## src/rtl/gol_gen_scheduler_if.sv

```systemverilog
// Control/data bundle for the Game of Life generation scheduler.
// master: drives frame_tick, run, step, load, seed; observes board and status.
// slave : the scheduler; receives the controls and drives board, busy,
//         gen_done and gen_count.
interface gol_gen_scheduler_if;
   logic         frame_tick;
   logic         run;
   logic         step;
   logic         load;
   logic [255:0] seed;
   logic [255:0] board;
   logic         busy;
   logic         gen_done;
   logic [15:0]  gen_count;

   modport master (
      output frame_tick, run, step, load, seed,
      input  board, busy, gen_done, gen_count
   );

   modport slave (
      input  frame_tick, run, step, load, seed,
      output board, busy, gen_done, gen_count
   );
endinterface

```

## src/rtl/gol_gen_scheduler.sv

```systemverilog
// Game of Life generation scheduler for a 16x16 toroidal board.
// Starts a generation on step, or in run mode every FRAMES_PER_GEN frame_ticks.
// It then evaluates one cell per cycle into next_board and commits the whole
// board in a single cycle, so the displayed board never tears.
// Ports: clk, rst (async, active-high), bus (gol_gen_scheduler_if.slave):
//   frame_tick/run/step/load/seed in; board/busy/gen_done/gen_count out.
// Cell index i maps to row i[7:4], column i[3:0].
module gol_gen_scheduler #(
   parameter int unsigned FRAMES_PER_GEN = 30
) (
   input  logic                  clk,
   input  logic                  rst,
   gol_gen_scheduler_if.slave    bus
);

   localparam int unsigned CELLS_W = 256;
   localparam int unsigned IDX_W   = 8;
   localparam int unsigned GEN_W   = 16;
   localparam logic [IDX_W-1:0] FRAME_LAST = IDX_W'(FRAMES_PER_GEN - 1);
   localparam logic [IDX_W-1:0] IDX_LAST   = IDX_W'(CELLS_W - 1);

   typedef enum logic [1:0] {
      IDLE    = 2'd0,
      COMPUTE = 2'd1,
      COMMIT  = 2'd2
   } state_t;

   state_t             state_q, state_d;
   logic [CELLS_W-1:0] board_q, next_board_q;
   logic [GEN_W-1:0]   gen_count_q;
   logic [IDX_W-1:0]   frame_cnt_q;
   logic [IDX_W-1:0]   idx_q;
   logic               busy_q, busy_d;
   logic               done_q, done_d;

   logic               frame_hit_c;
   logic               trig_c;
   logic [3:0]         row_c, col_c, rn_c, rs_c, cw_c, ce_c;
   logic [3:0]         nbr_c;
   logic               life_c;

   // Frame trigger fires on the tick that completes the current frame period.
   assign frame_hit_c = bus.frame_tick && bus.run && (frame_cnt_q == FRAME_LAST);
   assign trig_c      = bus.step || frame_hit_c;

   // Neighbour count of the current cell; 4-bit arithmetic gives the torus wrap.
   always_comb begin
      row_c = idx_q[7:4];
      col_c = idx_q[3:0];
      rn_c  = row_c - 4'd1;
      rs_c  = row_c + 4'd1;
      cw_c  = col_c - 4'd1;
      ce_c  = col_c + 4'd1;
      nbr_c = 4'(board_q[{rn_c, cw_c}]) + 4'(board_q[{rn_c, col_c}]) +
              4'(board_q[{rn_c, ce_c}]) + 4'(board_q[{row_c, cw_c}]) +
              4'(board_q[{row_c, ce_c}]) + 4'(board_q[{rs_c, cw_c}]) +
              4'(board_q[{rs_c, col_c}]) + 4'(board_q[{rs_c, ce_c}]);
      life_c = (nbr_c == 4'd3) || (board_q[idx_q] && (nbr_c == 4'd2));
   end

   // State register.
   always_ff @(posedge clk or posedge rst) begin
      if (rst) state_q <= IDLE;
      else     state_q <= state_d;
   end

   // Next-state logic; load overrides everything and aborts any generation.
   always_comb begin
      state_d = state_q;
      if (bus.load) begin
         state_d = IDLE;
      end else begin
         unique case (state_q)
            IDLE:    if (trig_c) state_d = COMPUTE;
            COMPUTE: if (idx_q == IDX_LAST) state_d = COMMIT;
            COMMIT:  state_d = IDLE;
            default: state_d = IDLE;
         endcase
      end
   end

   // Output decode; registered below so busy tracks the state exactly.
   always_comb begin
      busy_d = 1'b0;
      done_d = 1'b0;
      busy_d = (state_d != IDLE);
      done_d = (state_q == COMMIT) && !bus.load;
   end

   // Datapath and registered outputs.
   always_ff @(posedge clk or posedge rst) begin
      if (rst) begin
         board_q      <= '0;
         next_board_q <= '0;
         gen_count_q  <= '0;
         frame_cnt_q  <= '0;
         idx_q        <= '0;
         busy_q       <= 1'b0;
         done_q       <= 1'b0;
      end else begin
         busy_q <= busy_d;
         done_q <= done_d;
         if (bus.load) begin
            board_q     <= bus.seed;
            gen_count_q <= '0;
            frame_cnt_q <= '0;
            idx_q       <= '0;
         end else begin
            unique case (state_q)
               IDLE: begin
                  idx_q <= '0;
                  if (bus.frame_tick && bus.run) begin
                     if (frame_cnt_q == FRAME_LAST) frame_cnt_q <= '0;
                     else                           frame_cnt_q <= frame_cnt_q + 8'd1;
                  end
               end
               COMPUTE: begin
                  next_board_q[idx_q] <= life_c;
                  idx_q               <= idx_q + 8'd1;
               end
               COMMIT: begin
                  board_q     <= next_board_q;
                  gen_count_q <= gen_count_q + 16'd1;
               end
               default: ;
            endcase
         end
      end
   end

   assign bus.board     = board_q;
   assign bus.busy      = busy_q;
   assign bus.gen_done  = done_q;
   assign bus.gen_count = gen_count_q;

endmodule

```

## src/flat_wrapper.sv

```systemverilog
// flat-port wrapper written by rule: the top's interface ports become plain ports
module gol_gen_scheduler_flat 
#(
   parameter int unsigned FRAMES_PER_GEN = 30
)
  (clk, rst, bus_frame_tick, bus_run, bus_step, bus_load, bus_seed, bus_board, bus_busy, bus_gen_done, bus_gen_count);
  gol_gen_scheduler_if bus_i ();
  input  logic clk;
  input  logic rst;
  input wire logic [$bits(bus_i.frame_tick)-1:0] bus_frame_tick;
  input wire logic [$bits(bus_i.run)-1:0] bus_run;
  input wire logic [$bits(bus_i.step)-1:0] bus_step;
  input wire logic [$bits(bus_i.load)-1:0] bus_load;
  input wire logic [$bits(bus_i.seed)-1:0] bus_seed;
  output wire logic [$bits(bus_i.board)-1:0] bus_board;
  output wire logic [$bits(bus_i.busy)-1:0] bus_busy;
  output wire logic [$bits(bus_i.gen_done)-1:0] bus_gen_done;
  output wire logic [$bits(bus_i.gen_count)-1:0] bus_gen_count;
  assign bus_i.frame_tick = bus_frame_tick;
  assign bus_i.run = bus_run;
  assign bus_i.step = bus_step;
  assign bus_i.load = bus_load;
  assign bus_i.seed = bus_seed;
  assign bus_board = bus_i.board;
  assign bus_busy = bus_i.busy;
  assign bus_gen_done = bus_i.gen_done;
  assign bus_gen_count = bus_i.gen_count;
  gol_gen_scheduler #(.FRAMES_PER_GEN(FRAMES_PER_GEN)) u_core (.clk(clk), .rst(rst), .bus(bus_i));
endmodule
```

## config.mk

```make
export PLATFORM = sky130hd
export DESIGN_NAME = gol_gen_scheduler_flat
export DESIGN_NICKNAME = d
export VERILOG_FILES = /design/src/rtl/gol_gen_scheduler_if.sv /design/src/rtl/gol_gen_scheduler.sv /design/src/flat_wrapper.sv
export SDC_FILE = /design/constraint.sdc
export NUM_CORES = 2
export LEC_CHECK = 0
export ABC_CLOCK_PERIOD_IN_PS = 24100
export CORE_ASPECT_RATIO = 2
export CORE_MARGIN = 2
export CORE_UTILIZATION = 54
export CTS_CLUSTER_SIZE = 20
export DETAILED_ROUTE_END_ITERATION = 12
export PLACE_DENSITY = 0.77
export SKIP_LAST_GASP = 1
export SLEW_MARGIN = 20
export SYNTH_ARGS = -nofsm -noshare
export SYNTH_HDL_FRONTEND = slang
export SYNTH_SLANG_ARGS = --single-unit
```

## constraint.sdc

```tcl
create_clock -name clk -period 24.1 [get_ports clk]
set_clock_uncertainty 0.1 [all_clocks]
set_input_delay 4.82 -clock clk [delete_from_list [all_inputs] [get_ports clk]]
set_output_delay 4.82 -clock clk [all_outputs]
set_load 0.1 [all_outputs]
```

# After elaboration in Yosys (flattened, before gate mapping)
# Cells that the tools add are included.
# op_classes
order_cmp	10
reduce_logical	16
bitwise	1
addsub	14
mux	35
eq_ne	6
# op_table
operator	count
$mux 256	2
$bwmux 256	1
$lt 8x9->1 const B	9
$bmux 1 s8	9
$mux 8	5
$mux 16	2
$add 4x1->4	6
$add 16x1->16 const B	1
$add 8x1->8 const B	2
$pmux 8 s2	1
$mux 1	10
$add 4x1->4 const B	2
$demux 1 s8	1
$eq 4x2->1 const B	2
$eq 8x5->1 const B	1
$eq 8x8->1 const B	1
$ge 8x1->1 const B	1
$reduce_bool 2->1	4
$sub 4x1->4 const B	2
$mux 2	3
$logic_and 1x1->1	5
$pmux 2 s2	1
$reduce_and 2->1	2
$reduce_bool 3->1	1
other kinds (7)	8
# totals
inputBits	262
regBits	548
word_cells	90

# Depth between registers and ports, before layout
# depth
ltp_word	14
mapped_depth	35

# Worst setup path after synthesis
# OpenSTA, ideal clock, no wires.
# synth_path
kind	flip-flop to flip-flop
from	register u_core.idx_q[0]
to	register u_core.next_board_q[143]
stages_incl_launch_ff	33
required_time_ns	23.904
n_path_buf	12
t_arrival_ns	7.391
synth_period_minus_slack_ns	7.586
path_slack_ns	16.514
path_cell_list	dfrtp_1 -> buf_6 -> buf_8 -> buf_8 -> buf_8 -> buf_6 -> inv_2 -> buf_2 -> ha_1 -> buf_2 -> buf_4 -> clkbuf_1 -> clkbuf_1 -> mux4_2 -> mux2_2 -> a21oi_1 -> o22ai_1 -> nor3_1 -> nor2_1 -> a311o_1 -> ha_1 -> inv_1 -> fa_1 -> fa_1 -> inv_1 -> fa_1 -> inv_1 -> fa_1 -> a21oi_1 -> o41ai_2 -> buf_2 -> buf_4 -> o31ai_1
# synth_via
elab_chain_cells	14
# synth_rtl
element	line_no	text
start: declaration	gol_gen_scheduler.sv:32	logic [IDX_W-1:0] idx_q;
start signal: assignment	gol_gen_scheduler.sv:119	idx_q <= idx_q + 8'd1;
$sub 4x1->4	gol_gen_scheduler.sv:52	cw_c = col_c - 4'd1;
$bmux 1 s8	gol_gen_scheduler.sv:54	nbr_c = 4'(board_q[{rn_c, cw_c}]) + 4'(board_q[{rn_c, col_c}]) +
$mux 1 (not written as such)	gol_gen_scheduler.sv:54	
$add 1x1->2	gol_gen_scheduler.sv:54	
$add 4x1->4	gol_gen_scheduler.sv:54	
$add 4x1->4 (2 in series)	gol_gen_scheduler.sv:55	4'(board_q[{rn_c, ce_c}]) + 4'(board_q[{row_c, cw_c}]) +
$add 4x1->4 (2 in series)	gol_gen_scheduler.sv:56	4'(board_q[{row_c, ce_c}]) + 4'(board_q[{rs_c, cw_c}]) +
$add 4x1->4	gol_gen_scheduler.sv:57	4'(board_q[{rs_c, col_c}]) + 4'(board_q[{rs_c, ce_c}]);
$eq 4x2->1	gol_gen_scheduler.sv:58	life_c = (nbr_c == 4'd3) || (board_q[idx_q] && (nbr_c == 4'd2));
$logic_and 1x1->1	gol_gen_scheduler.sv:58	
$logic_or 1x1->1	gol_gen_scheduler.sv:58	
$bwmux 256 *	gol_gen_scheduler.sv:118	next_board_q[idx_q] <= life_c;
end signal: indexed assignment	gol_gen_scheduler.sv:118	
end: declaration	gol_gen_scheduler.sv:29	logic [CELLS_W-1:0] board_q, next_board_q;
# Mark *: on every way between the ends. The rest lies on a longest branch, timed or not. The select of a mux whose other input is x is not followed.
# A chain may end at the register's enable or synchronous reset.

# Final worst setup path
# layout_path
from	register u_core.idx_q[0]
to	register u_core.next_board_q[41]
# The elaborated chain is that of the path after synthesis.

==> results.md <==
* Post-synth cell types at 66
* Critical path's slowest cell: ha_4
* Synth top area share at 43.5%
* Hold_ws at 0.410 ns
* Multi-input logic area at 16600 um^2
* R2R depth at 22
* Site Rows at 125
* DRT iter0 DRCs at 3368
* Num Clock Sinks at 548
* Post-synth EDFFs at 0
* Post-layout net count at 3625
* Pwr Total at 2.77 mW
* R2r setup slk at 15.05 ns
* Longest Clk Path Bufs at 3
* Die height at 346 um
* Initial core utilization at 54.5%
* Gr ovfl total at 0
* Avg Inst Size Synth at 10.4 um^2
* Slew @ Worst Pin at 1.25 ns
* PwrDens at 71.5 nW/um^2
* Startpoint types: register
* Crit Path Class: reg2reg
* Yosys warns at 0
* Width of the die at 175 um
* Primary FF master, synth: dfrtp_1
* Post-cts sizing count at 0
* H-tree depth at 2
* Cell taking the most area after synthesis: dfrtp_1
* Boundary Pins at 536
* Post-Synthesis Cells at 3021
* Synth area leaders: dfrtp_1, mux2i_1, mux4_2
* Vias per cell at 6.79
* Hold Path Class: reg2reg
* Die Footprint at 60500 um^2
* Period utilisation layout at 37.5%
* First-pass GRT wire length at 175000 um
* Hold_sp: u_core.next_board_q[220]
* Sequential Area at 13700 um^2
* Share of flip-flops with an asynchronous set or reset at 100%
* Worst-path maximum fanout at 74
* Routed met2 length at 58800 um
* Net Count, Synth at 3303
* Final Hold Violating Endpoints at 0
* Fin area at 38700 um^2
* Post-CTS setup buffers at 0
* Tot GR Track Use at 38.6%
* Crit path largest cell delay at 0.93 ns
* WL final at 119000 um
* Seq/Total Area, Yosys at 43.5%
* Synthesized area at 31500 um^2
* Dpl cell area at 37000 um^2
* Pleak at 16.4 nW
* Initial antenna violation count at 1
* Wire length on met1 at 40400 um
* Max-cap violations at 0
* Worst r2r dst: u_core.next_board_q[41]
* Detail Route Antenna Nets at 0
* Final Util at 66.9%
* Setup crit end kind: register
* Iteration count of the initial detailed-routing pass at 6
* Hold path endpoint: u_core.next_board_q[220]
* Critical path required time at 24.44 ns
* Max Slew Vio Count at 0
* IO buf count at 535
* Drt wl/cell at 28.7 um
* Clk root buf: clkbuf_16
* Vias at 28100
* CTS tree: yes
* Status: finished clean
* Hold Path Depth at 2
* Minimum clock period at 9.05 ns
* CTS clk-pin slew, worst paths at 0.07 ns
* Inserted Clock Buffers at 49
* Max Used Layer: met5
* Setup TNS at 0 ns
* Core Area at 57900 um^2
* RSZ-0062 raised after global routing: no
* Clock latency on the worst-skew pair at 0.61 ns
* Layout area overhead at 22.8%
* Max VDD drop at 0.0914 mV
* Final Setup Violations at 0
* CP Cell Sequence: inv_2 > ha_4 > inv_1 > nand2_1 > o22ai_1 > o22ai_1 > o22ai_1 > a21oi_1 > o21ai_0 > a311o_1 > ha_1 > inv_1 > fa_1 > fa_1 > inv_1 > fa_1 > a41oi_1 > nand4_1 > o41ai_4 > buf_4 > buf_4 > o31ai_1
* # fillers at 4440
* Peak Freq at 0.111 GHz
* Crit path DAT at 9.38 ns
* Drt drc at 0
* Seq cells post-synth at 548
* Reg2reg start: u_core.idx_q[0]
* Diode count at 0
* HPWL after detailed placement at 83500 um
* Hold_buf cts at 0
* RD Place Congestion at 0.981
* Share of cells above drive strength 1 at 9.67%
* Met3 wire length at 9460 um
* Slew headroom at 16.6%
* Number of global-route vias before repair at 28400
* Largest net degree at the start of global routing at 194
==> power breakdown <==
| group | switching [mW] | leakage [nW] | total (mW) | internal [mW] |
|---|---|---|---|---|
| clock network | 0.363 | 0.818 | 0.827 | 0.464 |
| registers | 0.0896 | 7.18 | 1.05 | 0.961 |
| logic | 0.653 | 8.37 | 0.893 | 0.241 |
| total | 1.11 | 16.4 | 2.77 | 1.67 |
==> critical path, delay by kind of cell, from the launching register on <==
family                     cells  cell delay, ns
and+or+nand+nor                2            0.78
DFF                            1            0.75
buffers and inverters          6            2.27
AOI/OAI and AO/OA              9            2.09
adders and majority gates      5            2.74
==> cell families after synthesis <==
logic type / count (synthesis) / synth area share, %
DFF: 548 / 43.5
muxes: 572 / 24.4
AOI/OAI and AO/OA: 965 / 18.3
and+or+nand+nor: 566 / 7.68
xor gates and xnor gates: 25 / 0.766
buffers and inverters: 325 / 4.53
adders and majority gates: 20 / 0.889
==> state kept, by name, summed over array words and instances, names as in the netlist <==
register              cells
u_core.frame_cnt_q        8
u_core.next_board_q     256
u_core.bus.gen_count     16
u_core.bus.busy           1
u_core.idx_q              8
u_core.bus.board        256
u_core.bus.gen_done       1
u_core.state_q            2
==> layout by cell type, fill, tap and decap left out, drive strengths merged, types with 10 or more instances in the layout <==
master,instances
nand2,360
nor2,70
o21ai,556
nor3,13
clkbuf,73
a21oi,44
nand4,17
ha,16
inv,23
clkdlybuf4s50,534
and3,10
dfrtp,548
o22ai,23
buf,42
o31ai,257
mux2i,393
mux2,26
a22oi,19
xor2,14
nand3,45
xnor2,11
mux4,153
==> worst max-delay path by stage <==
stage,start,endpoint,slack (ns),cells past startpoint
4_1_cts,u_core.idx_q[0],u_core.next_board_q[41],15.15,22
3_3_place_gp,u_core.idx_q[0],u_core.next_board_q[41],15.32,22
3_5_place_dp,u_core.idx_q[0],u_core.next_board_q[41],15.19,22
2_1_floorplan,rst,u_core.bus.board[0],3.86,1
6_report,u_core.idx_q[0],u_core.next_board_q[41],15.05,22
5_1_grt,u_core.idx_q[0],u_core.next_board_q[20],14.67,22
==> final cells by class <==
cell class,count,share of cell area [%]
Multi-Input combinational cell,2148,42.9
Sequential cell,548,35.4
Timing Repair Buffer,576,14.7
Clock buffer,73,3.77
Tap cell,762,2.46
Clock inverter,16,0.527
Inverter,20,0.226
==> layer usage <==
layer | up-vias | global-route usage, %
met2 | 1828 | 64.6
met4 | 2 | 29.0
met5 | - | 0
met3 | 529 | 6.82
li1 | 11900 | -
met1 | 13800 | 43.7
==> per-stage QoR <==
step           std cells  worst slack (ns)
2_1_floorplan       3021              3.86
3_3_place_gp        4052             15.32
3_5_place_dp        4052             15.19
4_1_cts             4141             15.15
5_1_grt             4143             14.67
6_report            4143             15.05
==> synthesized netlist by cell type, types with 10 or more instances <==
library cell	instances
clkbuf_1	217
buf_4	17
dfrtp_1	548
o22ai_1	23
buf_2	40
nand3_1	44
and3_1	10
a22oi_1	19
ha_1	16
o21ai_0	556
buf_1	21
a21oi_1	44
xor2_1	13
nand4_1	17
mux2i_1	393
mux4_2	150
o31ai_1	257
nor2_1	70
inv_1	16
mux2_2	26
nand2_1	360
nor3_1	13
No activity file was read; power rests on OpenSTA's default activity.
